===== src/rtl/prt_frame_writer_if.sv =====
// RX byte stream plus PRT write-port signals between the MAC/PRT environment and the frame writer.
// master is the environment side; slave is the frame writer.
interface prt_frame_writer_if #(
  parameter int unsigned DATA_W = 8,
  parameter int unsigned SLOT_W = 1
);
  logic              s_valid;
  logic [DATA_W-1:0] s_data;
  logic              s_last;
  logic              s_error;
  logic              prt_slot_free;
  logic [SLOT_W-1:0] prt_slot;
  logic              prt_start;
  logic              prt_write;
  logic [DATA_W-1:0] prt_wdata;
  logic              prt_finish;
  logic              prt_invalidate;
  logic [SLOT_W-1:0] prt_inv_slot;

  modport master (
    output s_valid, s_data, s_last, s_error, prt_slot_free, prt_slot,
    input  prt_start, prt_write, prt_wdata, prt_finish, prt_invalidate, prt_inv_slot
  );

  modport slave (
    input  s_valid, s_data, s_last, s_error, prt_slot_free, prt_slot,
    output prt_start, prt_write, prt_wdata, prt_finish, prt_invalidate, prt_inv_slot
  );
endinterface


===== src/rtl/prt_frame_writer.sv =====
// Claims a PRT slot per RX frame, writes its bytes, then finishes or invalidates the entry.
// Captures dst MAC / ethertype and reports committed frames with a frame_done descriptor.
module prt_frame_writer #(
  parameter int unsigned DATA_W          = 8,
  parameter int unsigned SLOT_W          = 1,
  parameter int unsigned MIN_FRAME_BYTES = 60,
  parameter int unsigned MAX_FRAME_BYTES = 1518,
  parameter int unsigned CNT_W           = 16
) (
  input  logic              clk,
  input  logic              reset,
  prt_frame_writer_if.slave bus,
  output logic              frame_done,
  output logic [SLOT_W-1:0] done_slot,
  output logic [CNT_W-1:0]  done_len,
  output logic [47:0]       hdr_dst_mac,
  output logic [15:0]       hdr_ethertype,
  output logic [CNT_W-1:0]  drop_count,
  output logic [CNT_W-1:0]  err_count,
  output logic              ifg_violation
);

  localparam logic [2:0] StIdle   = 3'd0;
  localparam logic [2:0] StRecv   = 3'd1;
  localparam logic [2:0] StFinish = 3'd2;
  localparam logic [2:0] StAbort  = 3'd3;
  localparam logic [2:0] StDrop   = 3'd4;

  localparam logic [CNT_W-1:0] MinLen = CNT_W'(MIN_FRAME_BYTES);
  localparam logic [CNT_W-1:0] MaxLen = CNT_W'(MAX_FRAME_BYTES);

  function automatic logic [CNT_W-1:0] sat_inc(input logic [CNT_W-1:0] v);
    return (&v) ? v : v + 1'b1;
  endfunction

  logic [2:0]        state_q, state_d;
  logic [CNT_W-1:0]  byte_cnt_q, byte_cnt_d;
  logic [SLOT_W-1:0] cur_slot_q, cur_slot_d;
  logic              start_q, start_d, write_q, write_d;
  logic [DATA_W-1:0] wdata_q, wdata_d;
  logic              finish_q, finish_d, inv_q, inv_d;
  logic [SLOT_W-1:0] inv_slot_q, inv_slot_d;
  logic              done_q, done_d;
  logic [SLOT_W-1:0] done_slot_q, done_slot_d;
  logic [CNT_W-1:0]  done_len_q, done_len_d;
  logic [47:0]       mac_q, mac_d;
  logic [15:0]       eth_q, eth_d;
  logic [CNT_W-1:0]  drop_q, drop_d, err_q, err_d;
  logic              ifg_q, ifg_d;

  logic              accept;
  logic [CNT_W-1:0]  beat_idx;

  // A beat is written when it opens a frame with a free slot, or extends one still under MAX.
  always_comb begin
    beat_idx = (state_q == StIdle) ? '0 : byte_cnt_q;
    accept   = bus.s_valid && (((state_q == StIdle) && bus.prt_slot_free) ||
                               ((state_q == StRecv) && (byte_cnt_q != MaxLen)));
  end

  always_comb begin
    state_d     = state_q;
    byte_cnt_d  = byte_cnt_q;
    cur_slot_d  = cur_slot_q;
    start_d     = 1'b0;
    write_d     = 1'b0;
    wdata_d     = wdata_q;
    finish_d    = 1'b0;
    inv_d       = 1'b0;
    inv_slot_d  = inv_slot_q;
    done_d      = 1'b0;
    done_slot_d = done_slot_q;
    done_len_d  = done_len_q;
    mac_d       = mac_q;
    eth_d       = eth_q;
    drop_d      = drop_q;
    err_d       = err_q;
    ifg_d       = ifg_q;

    if (accept) begin
      write_d    = 1'b1;
      wdata_d    = bus.s_data;
      byte_cnt_d = beat_idx + 1'b1;
      if (beat_idx < CNT_W'(6)) mac_d = {mac_q[47-DATA_W:0], bus.s_data};
      if ((beat_idx == CNT_W'(12)) || (beat_idx == CNT_W'(13))) begin
        eth_d = {eth_q[15-DATA_W:0], bus.s_data};
      end
      if (state_q == StIdle) begin
        start_d    = 1'b1;
        cur_slot_d = bus.prt_slot;
        state_d    = StRecv;
      end
      if (bus.s_last) begin
        state_d = (!bus.s_error && (byte_cnt_d >= MinLen)) ? StFinish : StAbort;
      end
    end

    case (state_q)
      StIdle: begin
        if (bus.s_valid && !bus.prt_slot_free) begin
          drop_d = sat_inc(drop_q);
          if (!bus.s_last) state_d = StDrop;
        end
      end
      StRecv: begin
        if (bus.s_valid && (byte_cnt_q == MaxLen)) begin
          inv_d      = 1'b1;
          inv_slot_d = cur_slot_q;
          drop_d     = sat_inc(drop_q);
          state_d    = bus.s_last ? StIdle : StDrop;
        end
      end
      StFinish: begin
        finish_d    = 1'b1;
        done_d      = 1'b1;
        done_slot_d = cur_slot_q;
        done_len_d  = byte_cnt_q;
        if (bus.s_valid) ifg_d = 1'b1;
        state_d     = StIdle;
      end
      StAbort: begin
        inv_d      = 1'b1;
        inv_slot_d = cur_slot_q;
        err_d      = sat_inc(err_q);
        if (bus.s_valid) ifg_d = 1'b1;
        state_d    = StIdle;
      end
      StDrop: begin
        if (bus.s_valid && bus.s_last) state_d = StIdle;
      end
      default: state_d = StIdle;
    endcase
  end

  always_ff @(posedge clk) begin
    if (reset) begin
      state_q     <= StIdle;
      byte_cnt_q  <= '0;
      cur_slot_q  <= '0;
      start_q     <= 1'b0;
      write_q     <= 1'b0;
      wdata_q     <= '0;
      finish_q    <= 1'b0;
      inv_q       <= 1'b0;
      inv_slot_q  <= '0;
      done_q      <= 1'b0;
      done_slot_q <= '0;
      done_len_q  <= '0;
      mac_q       <= '0;
      eth_q       <= '0;
      drop_q      <= '0;
      err_q       <= '0;
      ifg_q       <= 1'b0;
    end else begin
      state_q     <= state_d;
      byte_cnt_q  <= byte_cnt_d;
      cur_slot_q  <= cur_slot_d;
      start_q     <= start_d;
      write_q     <= write_d;
      wdata_q     <= wdata_d;
      finish_q    <= finish_d;
      inv_q       <= inv_d;
      inv_slot_q  <= inv_slot_d;
      done_q      <= done_d;
      done_slot_q <= done_slot_d;
      done_len_q  <= done_len_d;
      mac_q       <= mac_d;
      eth_q       <= eth_d;
      drop_q      <= drop_d;
      err_q       <= err_d;
      ifg_q       <= ifg_d;
    end
  end

  assign bus.prt_start      = start_q;
  assign bus.prt_write      = write_q;
  assign bus.prt_wdata      = wdata_q;
  assign bus.prt_finish     = finish_q;
  assign bus.prt_invalidate = inv_q;
  assign bus.prt_inv_slot   = inv_slot_q;
  assign frame_done         = done_q;
  assign done_slot          = done_slot_q;
  assign done_len           = done_len_q;
  assign hdr_dst_mac        = mac_q;
  assign hdr_ethertype      = eth_q;
  assign drop_count         = drop_q;
  assign err_count          = err_q;
  assign ifg_violation      = ifg_q;

endmodule

===== src/flat_wrapper.sv =====
// flat-port wrapper written by rule: the top's interface ports become plain ports
module prt_frame_writer_flat 
#(
  parameter int unsigned DATA_W          = 8,
  parameter int unsigned SLOT_W          = 1,
  parameter int unsigned MIN_FRAME_BYTES = 60,
  parameter int unsigned MAX_FRAME_BYTES = 1518,
  parameter int unsigned CNT_W           = 16
)
  (clk, reset, frame_done, done_slot, done_len, hdr_dst_mac, hdr_ethertype, drop_count, err_count, ifg_violation, bus_s_valid, bus_s_data, bus_s_last, bus_s_error, bus_prt_slot_free, bus_prt_slot, bus_prt_start, bus_prt_write, bus_prt_wdata, bus_prt_finish, bus_prt_invalidate, bus_prt_inv_slot);
  prt_frame_writer_if #(.DATA_W(DATA_W), .SLOT_W(SLOT_W)) bus_i ();
  input  logic clk;
  input  logic reset;
  output logic frame_done;
  output logic [SLOT_W-1:0] done_slot;
  output logic [CNT_W-1:0] done_len;
  output logic [47:0] hdr_dst_mac;
  output logic [15:0] hdr_ethertype;
  output logic [CNT_W-1:0] drop_count;
  output logic [CNT_W-1:0] err_count;
  output logic ifg_violation;
  input wire logic [$bits(bus_i.s_valid)-1:0] bus_s_valid;
  input wire logic [$bits(bus_i.s_data)-1:0] bus_s_data;
  input wire logic [$bits(bus_i.s_last)-1:0] bus_s_last;
  input wire logic [$bits(bus_i.s_error)-1:0] bus_s_error;
  input wire logic [$bits(bus_i.prt_slot_free)-1:0] bus_prt_slot_free;
  input wire logic [$bits(bus_i.prt_slot)-1:0] bus_prt_slot;
  output wire logic [$bits(bus_i.prt_start)-1:0] bus_prt_start;
  output wire logic [$bits(bus_i.prt_write)-1:0] bus_prt_write;
  output wire logic [$bits(bus_i.prt_wdata)-1:0] bus_prt_wdata;
  output wire logic [$bits(bus_i.prt_finish)-1:0] bus_prt_finish;
  output wire logic [$bits(bus_i.prt_invalidate)-1:0] bus_prt_invalidate;
  output wire logic [$bits(bus_i.prt_inv_slot)-1:0] bus_prt_inv_slot;
  assign bus_i.s_valid = bus_s_valid;
  assign bus_i.s_data = bus_s_data;
  assign bus_i.s_last = bus_s_last;
  assign bus_i.s_error = bus_s_error;
  assign bus_i.prt_slot_free = bus_prt_slot_free;
  assign bus_i.prt_slot = bus_prt_slot;
  assign bus_prt_start = bus_i.prt_start;
  assign bus_prt_write = bus_i.prt_write;
  assign bus_prt_wdata = bus_i.prt_wdata;
  assign bus_prt_finish = bus_i.prt_finish;
  assign bus_prt_invalidate = bus_i.prt_invalidate;
  assign bus_prt_inv_slot = bus_i.prt_inv_slot;
  prt_frame_writer #(.DATA_W(DATA_W), .SLOT_W(SLOT_W), .MIN_FRAME_BYTES(MIN_FRAME_BYTES), .MAX_FRAME_BYTES(MAX_FRAME_BYTES), .CNT_W(CNT_W)) u_core (.clk(clk), .reset(reset), .bus(bus_i), .frame_done(frame_done), .done_slot(done_slot), .done_len(done_len), .hdr_dst_mac(hdr_dst_mac), .hdr_ethertype(hdr_ethertype), .drop_count(drop_count), .err_count(err_count), .ifg_violation(ifg_violation));
endmodule

===== config.mk =====
export PLATFORM = sky130hd
export DESIGN_NAME = prt_frame_writer_flat
export DESIGN_NICKNAME = d
export VERILOG_FILES = /design/src/rtl/prt_frame_writer_if.sv /design/src/rtl/prt_frame_writer.sv /design/src/flat_wrapper.sv
export SDC_FILE = /design/constraint.sdc
export NUM_CORES = 1
export LEC_CHECK = 0
export BUFFER_PORTS_ARGS = -buffer_cell sky130_fd_sc_hd__buf_2
export CORE_AREA = 4 4 123 125
export CTS_CLUSTER_DIAMETER = 200
export DETAILED_ROUTE_END_ITERATION = 8
export DIE_AREA = 0 0 127 129
export MAX_ROUTING_LAYER = met4
export PLACE_DENSITY = 0.7
export RECOVER_POWER = 25
export SLEW_MARGIN = 0
export SYNTH_ARGS = -nofsm -noshare
export SYNTH_HDL_FRONTEND = slang
export SYNTH_SLANG_ARGS = --single-unit

===== constraint.sdc =====
create_clock -name clk -period 3.34 [get_ports clk]
set_input_delay 0.501 -clock clk [delete_from_list [all_inputs] [get_ports clk]]
set_output_delay 0.501 -clock clk [all_outputs]
set_load 0.05 [all_outputs]

== After elaboration in Yosys (flattened, before gate mapping) ==
Cells that the tools add are included.

* Shift-type cells: 0
* $lt $le $gt $ge: 2
* Add/subtract/negate cells: 3
* Eq/ne operators: 10
* Bitwise gates (word level): 2
* Divide/modulo/power cells: 0
* Reduce and logical (&&, ||, !) cells: 25
* Multipliers: 0
* Mux-type cells: 22

{| class="wikitable"
|+ Operator list
! operator !! count
|-
| 2-to-1 mux 16 bit || 4
|-
| adder 16 x 1 -> 16 bit, second input constant || 3
|-
| == test 16 x 4 -> 1 bit, second input constant || 2
|-
| one-hot mux 16 bit (2 select lines) || 1
|-
| AND reduction 16 bit || 2
|-
| 2-to-1 mux 3 bit || 8
|-
| == test 16 x 11 -> 1 bit, second input constant || 1
|-
| >= comparator 16 x 6 -> 1 bit, second input constant || 1
|-
| less-than comparator 16 x 3 -> 1 bit, second input constant || 1
|-
| inequality test 16 x 11 -> 1 bit, second input constant || 1
|-
| AND reduction 2 bit || 6
|-
| one-hot mux 3 bit (3 select lines) || 1
|-
| logical AND 1 bit || 7
|-
| == test 3 x 2 -> 1 bit, second input constant || 2
|-
| 2-to-1 mux 1 bit || 6
|-
| inequality test 2 bit, second input constant || 2
|-
| one-hot mux 1 bit (2 select lines) || 2
|-
| nonzero test 2 bit || 2
|-
| OR reduction 2 bit || 2
|-
| == test 3 x 1 -> 1 bit, second input constant || 1
|-
| == test 3 bit, second input constant || 1
|-
| zero test 3 bit || 1
|-
| AND reduction 3 bit || 1
|-
| zero test 1 bit || 2
|-
| 2 further kinds || 4
|}

* Input bits: 15
* Bits in read-only memories: 0
* RAM bits: 0
* Bits in latches: 0
* Output and inout bits: 128
* Memories kept: 0
* Bits in registers: 147
* Logic and storage cells: 80

== Logic depth before layout (Yosys ltp) ==
* Word-level depth: 11
* Gate-level depth with buffers: 13
* Mapped depth without buffers: 8

== Worst setup path after synthesis ==
No wires, ideal clock.

* Path kind: reg-to-reg
* From: reg u_core.state_q[0]
* To: reg u_core.eth_q[6] (netlist: u_core.hdr_ethertype[6])
* Arrival time: 2404 ps
* Setup slack: 808 ps
* Setup time: 128 ps
* Clock period less this slack: 2532 ps
* Data required time: 3212 ps
* Buffers on the path: 5
* Stages on the path, launching flop included: 14
* Path through: dfxtp_1 clkbuf_1 or3_1 clkbuf_1 clkbuf_1 and2_1 inv_1 ha_1 o2111ai_1 or3_1 buf_6 buf_12 mux2i_1 nor2_1

* Cells in the longest elaborated chain, start to end: 5
* Elaborated cells on any way between the ends: 11
* Those cells by class: 3 x eq/ne; 1 x mux; 7 x reduce/logical

{| class="wikitable"
|+ Ends and longest elaborated chain
! what !! line !! source
|-
| start, declared || prt_frame_writer.sv:36 || <nowiki>logic [2:0] state_q, state_d;</nowiki>
|-
| start signal, assigned || prt_frame_writer.sv:137 || <nowiki>state_q <= StIdle;</nowiki>
|-
| start signal, assigned || prt_frame_writer.sv:155 || <nowiki>state_q <= state_d;</nowiki>
|-
| zero test 3 bit or == test 3 x 1 -> 1 bit (tied branches) || prt_frame_writer.sv:56, prt_frame_writer.sv:57, prt_frame_writer.sv:58 ||
|-
| 2-to-1 mux 16 bit (tied with other cells) || prt_frame_writer.sv:56 || <nowiki>beat_idx = (state_q == StIdle) ? '0 : byte_cnt_q;</nowiki>
|-
| == test 16 x 4 -> 1 bit or logical OR 1 bit (tied branches) || prt_frame_writer.sv:85, prt_frame_writer.sv:57 ||
|-
| logical OR 1 bit or logical AND 1 bit (tied branches) || prt_frame_writer.sv:85, prt_frame_writer.sv:57 ||
|-
| AND reduction 2 bit (no line) * || -- ||
|-
| end signal, assigned || prt_frame_writer.sv:168 || <nowiki>eth_q <= eth_d;</nowiki>
|-
| end, declared || prt_frame_writer.sv:47 || <nowiki>logic [15:0] eth_q, eth_d;</nowiki>
|}

Mark *: on every way between the ends. The rest lies on a longest branch, timed or not.
A chain may end at the register's enable or synchronous reset.

== Final worst setup path ==
* From: reg u_core.byte_cnt_q[12]
* To: reg u_core.state_q[1]

* Cells in the longest elaborated chain, start to end: 8
* Elaborated cells on any way between the ends: 12
* Those cells by class: 2 x eq/ne; 6 x mux; 4 x reduce/logical

{| class="wikitable"
|+ Ends and longest elaborated chain
! what !! line !! source
|-
| start, declared || prt_frame_writer.sv:37 || <nowiki>logic [CNT_W-1:0] byte_cnt_q, byte_cnt_d;</nowiki>
|-
| start signal, assigned || prt_frame_writer.sv:156 || <nowiki>byte_cnt_q <= byte_cnt_d;</nowiki>
|-
| inequality test 16 x 11 -> 1 bit || prt_frame_writer.sv:58 || <nowiki>((state_q == StRecv) && (byte_cnt_q != MaxLen)));</nowiki>
|-
| logical AND 1 bit || prt_frame_writer.sv:58 ||
|-
| logical OR 1 bit || prt_frame_writer.sv:57 || <nowiki>accept = bus.s_valid && (((state_q == StIdle) && bus.prt_slot_free) ||</nowiki>
|-
| logical AND 1 bit || prt_frame_writer.sv:57 ||
|-
| 2-to-1 mux 3 bit || prt_frame_writer.sv:80 || <nowiki>if (accept) begin</nowiki>
|-
| 2-to-1 mux 3 bit || prt_frame_writer.sv:102 || <nowiki>if (!bus.s_last) state_d = StDrop;</nowiki>
|-
| 2-to-1 mux 3 bit || prt_frame_writer.sv:100 || <nowiki>if (bus.s_valid && !bus.prt_slot_free) begin</nowiki>
|-
| one-hot mux 3 bit (3 select lines) * || prt_frame_writer.sv:98 || <nowiki>case (state_q)</nowiki>
|}

Marks and branches as above.

==> summary.txt <==
Status
  • Result of the run: complete, no violations

STA
  • Setup TNS: 0 ns
  • Final worst slack: 0.556 ns
  • Number of hold-slack violations in the final timing report: 0
  • Timing-limited maximum frequency: 359 MHz
  • Worst-Margin Slew: 1.30 ns
  • Min Clock Period, post-route: 2.78 ns
  • Max transition margin: 13.4%
  • Clock skew: 0.00573 ns
  • Max-slew violation count: 0
  • Endpoints failing setup: 0
  • Share of the clock period used by the worst path: 83.4%
  • Setup repair after global routing missed its margin: false

Global route
  • Initial antenna violation count: 0
  • Maximum number of pins on one net before global-route repair: 65
  • Wire length of the first global-routing pass: 25400 um
  • Number of global-route vias before repair: 4954
  • Global-route usage over all layers: 19.6%
  • Gr ovfl total: 0

Setup path
  • Critical Path Sink Type: flip-flop
  • Critical Path Source Type: flip-flop
  • Buffering stage count on the worst path with inverters included: 0
  • Critical Path Fanout Max: 18
  • Family with the most delay on the worst path: simple AND/OR/NAND/NOR gates
  • Ordered cell list for the critical path: or4_4 > nor4_4 > a31oi_2 > nand2_1 > nor2_1 > and3_1
  • Data arrival time of the worst path: 3.10 ns
  • Largest stage delay on the critical path: 0.58 ns
  • Critical setup path kind: flip-flop to flip-flop
  • Slowest cell on crit path: or4_4
  • Data required time of the worst path: 3.65 ns

Place
  • Port buffer count: 142
  • Final Wtd Congestion: 0.937
  • Post-placement worst setup slack: 0.659 ns
  • HPWL Detailed: 10700 um

Floorplan
  • Die area: 0.0164 mm^2
  • Chip width: 127 um
  • Effective utilization at floorplan: 44.6%
  • I/O pin total: 143
  • Placeable core region: 0.0139 mm^2
  • Die height: 129 um
  • Number of rows created at floorplan: 43

Clock network
  • Setup Fix Bufs, Post-CTS: 0
  • CTS clock-pin slew for the worst setup and hold paths: 0.06 ns
  • Post-CTS resize count: 0
  • Max H-tree Level: 4
  • Clock Root Buffer: clkbuf_16
  • Clock tree from TritonCTS: yes
  • Clk_lat worst skew: 0.42 ns
  • Inserted Clock Buffers: 17
  • Hold_buf cts: 0
  • Clk buf depth: 2
  • Number of sinks on the clock net: 147

Synth
  • Number of enable-type register cells in the synthesized netlist: 0
  • Cell variety after synth: 51
  • Number of storage elements in the synthesis netlist: 147
  • Area of the mapped netlist: 0.00618 mm^2
  • Main flop type after synthesis: dfxtp_1
  • Mapped Cells: 752
  • Sequential-to-total area share from yosys stat: 47.6%
  • Synth warn: 0
  • Async set or reset register ratio after synthesis: 0%
  • Avg Cell Area, Syn: 8.22 um^2
  • Net count of the mapped netlist: 771

Layout
  • Net count of the finished layout: 884
  • Share of cells above drive strength 1: 14.8%
  • Most frequent cells in the layout: 174 x nand2_1, 147 x dfxtp_1, 91 x a21oi_1
  • Number of antenna repair diodes: 0
  • Commonest non-fill, non-tap cell in the layout: nand2_1
  • Area delta synth->final: 19.4%

Drt
  • Antenna Violating Nets Remaining: 0
  • Avg WL per Cell: 15.0 um
  • Via density per instance: 5.19
  • Vias after detailed routing: 5487
  • Initial DRC Count: 479
  • DRT Pass-1 Iters: 5
  • # DRC: 0
  • Sum of routed wire length over all layers: 15800 um

Pwr
  • Maximum ir drop on the vdd rail: 458 uV
  • Static leakage power: 2.87 nW
  • Power Dens Cells: 538 mW/mm^2

Flow run
  • Max-cap violations: 0

Hold path
  • Worst min-delay path category: input port to flip-flop
worst min-delay path, stage by stage:
cell	delay, ns
buf_2	0.12
nand2_1	0.05
a21oi_1	0.05
routing by layer:
metal / wire length [um] / GRT usage [%] / up-vias / part of all wire (%)
met5: 0 / - / - / 0
met4: 200 / 6.12 / 0 / 1.3
met3: 1120 / 5.69 / 18 / 7.1
met2: 7010 / 28.7 / 182 / 44
met1: 7510 / 26.2 / 2505 / 47
li1: - / - / 2782 / -
layout make-up:
| cell class | count | area [um^2] |
|---|---|---|
| tap | 180 | 225 |
| fill | 1375 | 6490 |
| clock inverter | 13 | 124 |
| clock buffer | 19 | 433 |
| multi-input combinational | 542 | 2940 |
| sequential | 147 | 2940 |
| timing repair buffer | 153 | 709 |
| inverter | 4 | 15.0 |
state kept, by name, indices dropped and copies added, names as in the netlist:
register / count
u_core.hdr_dst_mac: 48
u_core.byte_cnt_q: 16
u_core.done_len: 16
u_core.drop_count: 16
u_core.err_count: 16
u_core.hdr_ethertype: 16
u_core.bus.prt_wdata: 8
u_core.state_q: 3
u_core.bus.prt_inv_slot: 1
u_core.bus.prt_invalidate: 1
u_core.bus.prt_start: 1
u_core.bus.prt_write: 1
u_core.cur_slot_q: 1
u_core.done_slot: 1
u_core.frame_done: 1
u_core.ifg_violation: 1
logic make-up after synthesis:
logic type                 after synthesis  share of synthesized area (%)
buffers and inverters                   63                           5.02
xor gates and xnor gates                30                           4.25
DFF                                    147                           47.6
muxes                                   22                           3.60
AOI/OAI and AO/OA                      135                           12.5
adders and majority gates                4                          0.809
and+or+nand+nor                        351                           26.2
worst paths after layout:
path                                            start                       to  slack, ns  cells after the start
worst min register to register     u_core.done_len[7]       u_core.done_len[7]       0.45                      2
worst min-delay path                    bus_s_data[5]  u_core.bus.prt_wdata[5]       0.34                      3
worst max register to register  u_core.byte_cnt_q[12]        u_core.state_q[1]       0.56                      6
worst max-delay path            u_core.byte_cnt_q[12]        u_core.state_q[1]       0.56                      6
through the flow:
step	std cells	power (W)	hold slack, ns	util (%)	area, um^2
after floorplan	752	0.00213	0.441	-	6180
after global placement	1026	0.00222	0.439	49.8	6920
after detailed placement	1026	0.00222	0.444	49.8	6920
after CTS	1058	0.00401	0.330	53.8	7470
after global routing	1058	0.00413	0.348	53.2	7390
final	1058	0.00398	0.345	53.2	7390
synthesized netlist by cell type (all sizes together) (7+ instances only):
cell	n	share of area, %
nand2	174	11
dfxtp	147	48
a21oi	91	7.4
nor2	72	4.4
clkbuf	43	2.6
nor3	22	1.9
mux2i	20	3.2
nand3	18	1.5
xnor2	17	2.4
buf	16	2.2
nand4	14	1.4
xor2	13	1.8
o21ai	11	0.89
a31oi	10	1.1
and3	10	1.0
a311oi	9	1.3
and2	8	0.83
nor4	7	1.3
report_power, final:
| part | switching [W] | internal [W] |
|---|---|---|
| clock | 0.000762 | 0.00104 |
| sequential | 0.0000354 | 0.00178 |
| combinational | 0.000281 | 0.0000781 |
| total | 0.00108 | 0.00290 |
(Power assumes the default switching activity.)
